`src/rtl/collatz_unwind.sv`:
```
// Reverse Collatz walker: replays a stored parity record backwards from the final value,
// one inverse step per clock, to recover the start value of a forward run.
module collatz_unwind #(
    parameter int unsigned W    = 20,
    parameter int unsigned CW   = 16,
    parameter int unsigned NMAX = 64
) (
    input  logic            clk,
    input  logic            rst,
    input  logic            st,
    input  logic [W-1:0]    kf,
    input  logic [NMAX-1:0] pv,
    input  logic [6:0]      n,
    output logic [CW-1:0]   co,
    output logic            busy,
    output logic            done,
    output logic            err
);

    localparam int unsigned IW    = $clog2(NMAX);
    localparam logic [6:0]  NMAX7 = 7'(NMAX);

    typedef enum logic [1:0] {StIdle, StStep, StDone} state_t;

    state_t          r_state;
    logic [W-1:0]    r_k;
    logic [6:0]      r_i;
    logic [NMAX-1:0] r_pvr;
    logic            r_fail;
    logic [CW-1:0]   r_co;
    logic            r_busy;
    logic            r_done;
    logic            r_err;

    logic [W-1:0]    w_km1;
    logic [W-1:0]    w_q;
    logic [W+1:0]    w_q3;
    logic [6:0]      w_im1;
    logic            w_bit;
    logic            w_odd_bad;
    logic            w_in_range;

    always_comb begin
        w_km1      = r_k - W'(1);
        w_q        = w_km1 / W'(3);
        // 3q at W+2 bits so the divisibility check cannot wrap
        w_q3       = ({2'b00, w_q} << 1) + {2'b00, w_q};
        w_odd_bad  = (r_k == '0) || (w_q3 != {2'b00, w_km1}) || !w_q[0];
        w_im1      = r_i - 7'd1;
        w_bit      = r_pvr[w_im1[IW-1:0]];
        w_in_range = (r_k[W-1:CW] == '0);
    end

    always_ff @(posedge clk or posedge rst) begin
        if (rst) begin
            r_state <= StIdle;
            r_k     <= '0;
            r_i     <= '0;
            r_pvr   <= '0;
            r_fail  <= 1'b0;
            r_co    <= '0;
            r_busy  <= 1'b0;
            r_done  <= 1'b0;
            r_err   <= 1'b0;
        end else begin
            r_done <= 1'b0;
            case (r_state)
                StIdle: begin
                    if (st) begin
                        r_err  <= 1'b0;
                        r_busy <= 1'b1;
                        if (n > NMAX7) begin
                            r_fail  <= 1'b1;
                            r_state <= StDone;
                        end else begin
                            r_fail  <= 1'b0;
                            r_k     <= kf;
                            r_pvr   <= pv;
                            r_i     <= n;
                            r_state <= (n == 7'd0) ? StDone : StStep;
                        end
                    end
                end
                StStep: begin
                    if (!w_bit && r_k[W-1]) begin
                        r_fail  <= 1'b1;
                        r_state <= StDone;
                    end else if (w_bit && w_odd_bad) begin
                        r_fail  <= 1'b1;
                        r_state <= StDone;
                    end else begin
                        r_k <= w_bit ? w_q : (r_k << 1);
                        r_i <= w_im1;
                        if (w_im1 == 7'd0) begin
                            r_state <= StDone;
                        end
                    end
                end
                StDone: begin
                    r_done  <= 1'b1;
                    r_busy  <= 1'b0;
                    r_state <= StIdle;
                    if (!r_fail && w_in_range) begin
                        r_co <= r_k[CW-1:0];
                    end else begin
                        r_err <= 1'b1;
                        r_co  <= '0;
                    end
                end
                default: r_state <= StIdle;
            endcase
        end
    end

    assign co   = r_co;
    assign busy = r_busy;
    assign done = r_done;
    assign err  = r_err;

endmodule

```
`config.mk`:
```
export PLATFORM = sky130hd
export DESIGN_NAME = collatz_unwind
export DESIGN_NICKNAME = d
export VERILOG_FILES = /design/src/rtl/collatz_unwind.sv
export SDC_FILE = /design/constraint.sdc
export NUM_CORES = 1
export LEC_CHECK = 0
export BUFFER_PORTS_ARGS = -buffer_cell sky130_fd_sc_hd__buf_2
export CAP_MARGIN = 20
export CORE_MARGIN = 2
export CORE_UTILIZATION = 30
export CTS_BUF_LIST = sky130_fd_sc_hd__clkbuf_8
export CTS_CLUSTER_DIAMETER = 60
export DETAILED_ROUTE_END_ITERATION = 6
export PLACE_DENSITY = 0.55
export SETUP_SLACK_MARGIN = 0.2
export SYNTH_ARGS = -nofsm -noshare
export SYNTH_HDL_FRONTEND = slang
export SYNTH_SLANG_ARGS = --single-unit
```
`constraint.sdc`:
```
create_clock -name clk -period 9.85 [get_ports clk]
set_input_delay 0.985 -clock clk [delete_from_list [all_inputs] [get_ports clk]]
set_output_delay 0.985 -clock clk [all_outputs]
set_load 0.05 [all_outputs]
```
==> impl_metrics.ini, run 1 <==
[timing]
tightest_slew_ps = 983
drv_slew = 0
timing.final.crit_share_pct = 101
finalHoldViolCount = 0
fmax_mhz = 100
finalSetupTns_ps = -2420
rsz0062_at_grt = yes
fin_skew_ps = 12.0
fin_crit_ps = 9970
setup_slack_ps = -118
setup_viol = 29
slew_headroom_pct = 34.2
whs_ps = 483

[logic_synthesis]
yosys_warnings = 0
synth_top_area_cell = dfrtp_1
syn_nets = 1150
synth-main-ff-cell = dfrtp_1
async_flop_share_pct = 100
synth.top_cell.area_share_pct = 30.2
syn_area_per_cell_sq_um = 9.09
synth_cells = 1030
yosys.cell_count.top_type = nand2_1
synthTopCellsByCount = nand2_1, dfrtp_1, nor2_1, o21ai_0, mux2_2
synth-edff-count = 0
ys_seq_area_share_pct = 30.2
synth_area_sq_um = 9360
netlist-cell-type-count = 96
ys_ff_latch = 113
yosys-top-cells-area = dfrtp_1, mux2_2, xnor2_1

[floorplanning]
die_h_microns = 181
rows = 64
dieArea_sq_um = 32600
start_util_pct = 30.5
coreArea_sq_um = 30700
die_w_microns = 181
ios = 113

[setup_path]
cpPeakStageDelay_ps = 560
reg2reg_from = r_k[5]$_DFFE_PP0P_
rrSetupSlack_ps = -120
cp-end-kind = flip-flop
required_ps = 10170
path_class = reg -> reg
rr_worst_depth = 52
startpoint = r_k[5]$_DFFE_PP0P_
worstPathArrival_ps = 10290
slowest_stage = or4_4
crit_fanout = 7
crit_top_cell = a21o_1
reg2reg_to = r_k[3]$_DFFE_PP0P_
crit_path_start_kind = flip-flop
crit_path_end = r_k[3]$_DFFE_PP0P_

[global_route]
grt_max_degree = 69
grt.overflow.total = 0
antenna_found_initial = 3
grt_pass1_vias = 8704
grt_pass1_wl_microns = 45900
grt_use_total_pct = 17.3

[clock_network]
clk_latency_ps = 450
cts_root_buffer = clkbuf_8
cts_buffers = 17
cts_sinks = 113
h-tree-depth = 4
clock_path_buffers = 2
cts_tree = done
cts.clk_slew.worst_paths_ps = 70

[hold_path]
holdPathStages = 2
hp-class = reg -> reg

[outcome]
violations = setup timing
status = complete, but fails checks

[detailed_routing]
drt_iter0_markers = 545
vias_per_cell = 5.24
wl_per_cell_microns = 17.1
ant_nets = 0
vias = 8801
drc = 0
dr.pass1.iters = 5
wirelength_microns = 28600

[final_layout]
multiInputGateArea_sq_um = 6540
nNetsFinal = 1388
drive_gt1_share_pct = 40.8
fillers = 3105
final_util_pct = 40.5
ff_latch_area_sq_um = 2830
area_delta_synth_final_pct = 32.7

[placement]
finalWeightedCongestion = 0.868
dp_hpwl_microns = 21100
numPortBuffers = 112

[job]
maxCapViolCount = 0
## logic make-up (layout without fill, tap and decap cells)
logic type	Yosys count	count (layout)	share of synthesized area, %
other	0	1	0
and+or+nand+nor	341	341	17.6
muxes	134	134	18.7
AOI/OAI and AO/OA	248	248	18.0
buffers and inverters	95	346	4.60
adders and majority gates	26	26	3.55
xor gates and xnor gates	73	73	7.35
DFF	113	113	30.2
## metrics by stage
step | worst slack [ps] | cells | instance area [sq um]
global route | -624 | 1677 | 12400
global placement | -248 | 1608 | 11200
finish | -118 | 1678 | 12400
floorplan | 213 | 1030 | 9460
detailed placement | -309 | 1608 | 11200
CTS | -47.7 | 1662 | 12100
## sequential cells by signal, indices dropped and copies added, names as in the netlist
name	count
done	1
r_i	7
co	16
r_state	2
busy	1
r_fail	1
err	1
r_k	20
r_pvr	64
## routing by layer
metal	vias to the layer above	wire length (microns)	GRT usage, %	share of wire, %
li1	4268	-	-	-
met1	4214	13000	23.3	45
met2	270	13400	27.6	47
met3	45	1710	4.14	6.0
met4	4	542	4.81	1.9
met5	-	27	0	0.094
## worst min-delay path by stage
| stage | start | to | slack [ps] |
|---|---|---|---|
| 2_1_floorplan | r_fail$_DFFE_PP0P_ | r_fail$_DFFE_PP0P_ | 450 |
| 3_3_place_gp | co[8]$_DFFE_PP0P_ | co[8]$_DFFE_PP0P_ | 460 |
| 3_5_place_dp | co[10]$_DFFE_PP0P_ | co[10]$_DFFE_PP0P_ | 470 |
| 4_1_cts | co[10]$_DFFE_PP0P_ | co[10]$_DFFE_PP0P_ | 490 |
| 5_1_grt | co[2]$_DFFE_PP0P_ | co[2]$_DFFE_PP0P_ | 520 |
| 6_report | co[8]$_DFFE_PP0P_ | co[8]$_DFFE_PP0P_ | 480 |
## worst max-delay path: cells and delay by family, from the launching register on
family	cells	cell delay [ps]
DFF	1	420
buffers and inverters	8	980
adders and majority gates	3	620
AOI/OAI and AO/OA	22	3950
muxes	2	530
and+or+nand+nor	15	3070
xor gates and xnor gates	2	280
## placed cells by master (no fill, tap or decap), drive strengths merged, types with 4 or more instances in the layout
master      n
buf       289
nand2     123
dfrtp     113
nor2       89
o21ai      88
mux2       86
xnor2      56
a21oi      43
nor3       33
nand3      30
inv        28
mux2i      27
ha         25
mux4       21
clkbuf     20
xor2       14
a21o       13
nand4      11
a211oi     10
o211ai      9
or3         8
nor3b       7
o22ai       6
o2111ai     6
o31ai       6
and3        5
o21bai      5
a32oi       5
a31oi       5
o221ai      5
and2        5
clkinvlp    4
a221oi      4
nand2b      4
nor4        4
or2         4
or4         4
a2111oi     4
## layout make-up
class                           instances  share of cell area (%)
Multi-Input combinational cell        822                    52.6
Inverter                               24                   0.745
Antenna cell                            1                  0.0201
Tap cell                              396                    3.99
Sequential cell                       113                    22.8
Clock inverter                         13                    1.09
Timing Repair Buffer                  290                    16.7
Clock buffer                           19                    2.10
## what timing repair did
action                                  in CTS  in global routing
endpoints found under the setup margin      30                 30
buffers inserted                            19                 14
cloned                                       3                  1
hold buffers                                 0                  0
endpoints found under the hold margin        0                  0
resized for setup                           64                 46
pin swaps                                   10                 16
Power of run 1 is left out: the tool's default activity adds up to more than one toggle a clock period on the data nets, which glitch-free logic cannot reach.
==> inputs of run 2 (changes only) <==
- PLACE_DENSITY: 0.55 -> 0.56
==> run 2 against run 1 <==
  * Worst hold slack got worse by 7.6 ps
  * The run now ends clean
  * Worst setup slack improved by 120 ps
  * Critical path depth fell by 1
  * Clock skew rose by 1.1 ps
  * Register-to-register slack improved by 120 ps
  * Sequential share of layout area rose by 0.25 points
  * Utilization fell by 0.45 points
  * Wire length rose by 1.1%
  * First-iteration DRC count fell by 13%
  * Critical path type unchanged
  * Maximum frequency rose by 1.2%
  * Global-route usage rose by 0.10 points
==> impl_metrics.ini, run 2 (synthesized netlist as in run 1, its figures left out) <==
[timing]
fin_crit_ps = 9850
setup_viol = 0
fin_skew_ps = 13.1
rsz0062_at_grt = yes
drv_slew = 0
slew_headroom_pct = 31.4
finalHoldViolCount = 0
fmax_mhz = 102
whs_ps = 475
finalSetupTns_ps = 0
timing.final.crit_share_pct = 100
tightest_slew_ps = 1030

[final_layout]
final_common_cell = buf_4
area_delta_synth_final_pct = 31.3
nNetsFinal = 1366
drive_gt1_share_pct = 39.7
final_cell_mix = buf_4, nand2_1, dfrtp_1
largest-register = r_pvr
stdcell_area_sq_um = 12300
largest_register_ff_count = 64

[clock_network]
cts_hold_buf = 0
clock_path_buffers = 2
cts_sinks = 113
h-tree-depth = 4
cts.clk_slew.worst_paths_ps = 70
cts_tree = done
cts_root_buffer = clkbuf_8
cts_buffers = 17
clk_latency_ps = 440

[floorplanning]
start_util_pct = 30.5
coreArea_sq_um = 30700
rows = 64
die_w_microns = 181
ios = 113
die_h_microns = 181
dieArea_sq_um = 32600

[placement]
dp_hpwl_microns = 21500
dpl_cell_area_sq_um = 11100
numPortBuffers = 112
finalWeightedCongestion = 0.906

[setup_path]
worstPathArrival_ps = 10160
rrSetupSlack_ps = 3
critPathTopFamily = compound AO/OA/AOI/OAI gates
path_class = reg -> reg
cp-end-kind = flip-flop
slowest_stage = a2111oi_4
rr_worst_depth = 51
cp_num_buf_inv = 7
crit_fanout = 11
crit_top_cell = a21o_1
cpPeakStageDelay_ps = 450
crit_path_start_kind = flip-flop
cp.depth = 51
required_ps = 10170

[global_route]
grt.overflow.total = 0
grt_pass1_wl_microns = 46200
grt_pass1_vias = 8529
antenna_found_initial = 4
grt_max_degree = 69
grt_use_total_pct = 17.4

[detailed_routing]
vias_per_cell = 5.25
drc = 0
ant_nets = 0
dr.pass1.iters = 5
drt_iter0_markers = 476
wirelength_microns = 28900
wl_per_cell_microns = 17.4
vias = 8718

[outcome]
status = finished clean

[job]
maxCapViolCount = 0

[hold_path]
hp-class = reg -> reg
holdPathStages = 2
-- run 2: changes by cell type in the layout (fill, tap and decap cells not counted), sizes merged --
| cell | before | now |
|---|---|---|
| diode | 1 | 4 |
| bufinv | 2 | 5 |
| clkinv | 3 | 4 |
| clkbuf | 20 | 22 |
| buf | 289 | 265 |
| clkinvlp | 4 | 0 |
-- run 2: area by class of cell --
| class | count | area, sq um |
|---|---|---|
| sequential | 113 | 2830 |
| clock buffer | 19 | 262 |
| fill | 3038 | 18400 |
| timing repair buffer | 268 | 1850 |
| inverter | 24 | 92.6 |
| multi-input combinational | 822 | 6540 |
| tap | 396 | 495 |
| clock inverter | 13 | 220 |
| antenna | 4 | 10.0 |
-- run 2: worst paths after layout --
| path | startpoint | endpoint |
|---|---|---|
| max | r_k[8]$_DFFE_PP0P_ | r_k[4]$_DFFE_PP0P_ |
| min | co[1]$_DFFE_PP0P_ | co[1]$_DFFE_PP0P_ |
| max reg2reg | r_k[8]$_DFFE_PP0P_ | r_k[4]$_DFFE_PP0P_ |
| min reg2reg | co[1]$_DFFE_PP0P_ | co[1]$_DFFE_PP0P_ |
| max in group asynchronous | rst | r_pvr[42]$_DFFE_PP0P_ |
| min in group asynchronous | rst | done$_DFF_PP0_ |
-- run 2: routing by layer --
layer | vias up | track usage (%) | share of wire, %
met1 | 4201 | 23.8 | 45
met3 | 34 | 4.77 | 6.9
met5 | - | 0 | 0.038
li1 | 4217 | - | -
met2 | 264 | 27.6 | 47
met4 | 2 | 3.55 | 1.5
-- run 2: what timing repair did --
item / CTS / global route
setup buffers: 3 / 24
resized for setup: 12 / 76
pin swaps: 1 / 34
endpoints found under the setup margin: 30 / 30
cloned: 0 / 3
-- run 2: worst register-to-register path, delay by kind of cell (launching register included) --
kind / cells / cell delay, ps
AOI/OAI and AO/OA: 27 / 5100
xor gates and xnor gates: 2 / 200
adders and majority gates: 3 / 600
buffers and inverters: 7 / 910
DFF: 1 / 430
muxes: 2 / 530
and+or+nand+nor: 10 / 1970
-- run 2: through the flow --
step,std cells,utilization [%],setup WS [ps]
4_1_cts,1627,38.1,11.3
2_1_floorplan,1030,-,213
3_5_place_dp,1592,36.3,-159
3_3_place_gp,1592,36.3,-66.0
6_report,1659,40.1,2.98
5_1_grt,1656,40.0,-486
Power of run 2 is left out for the same reason.
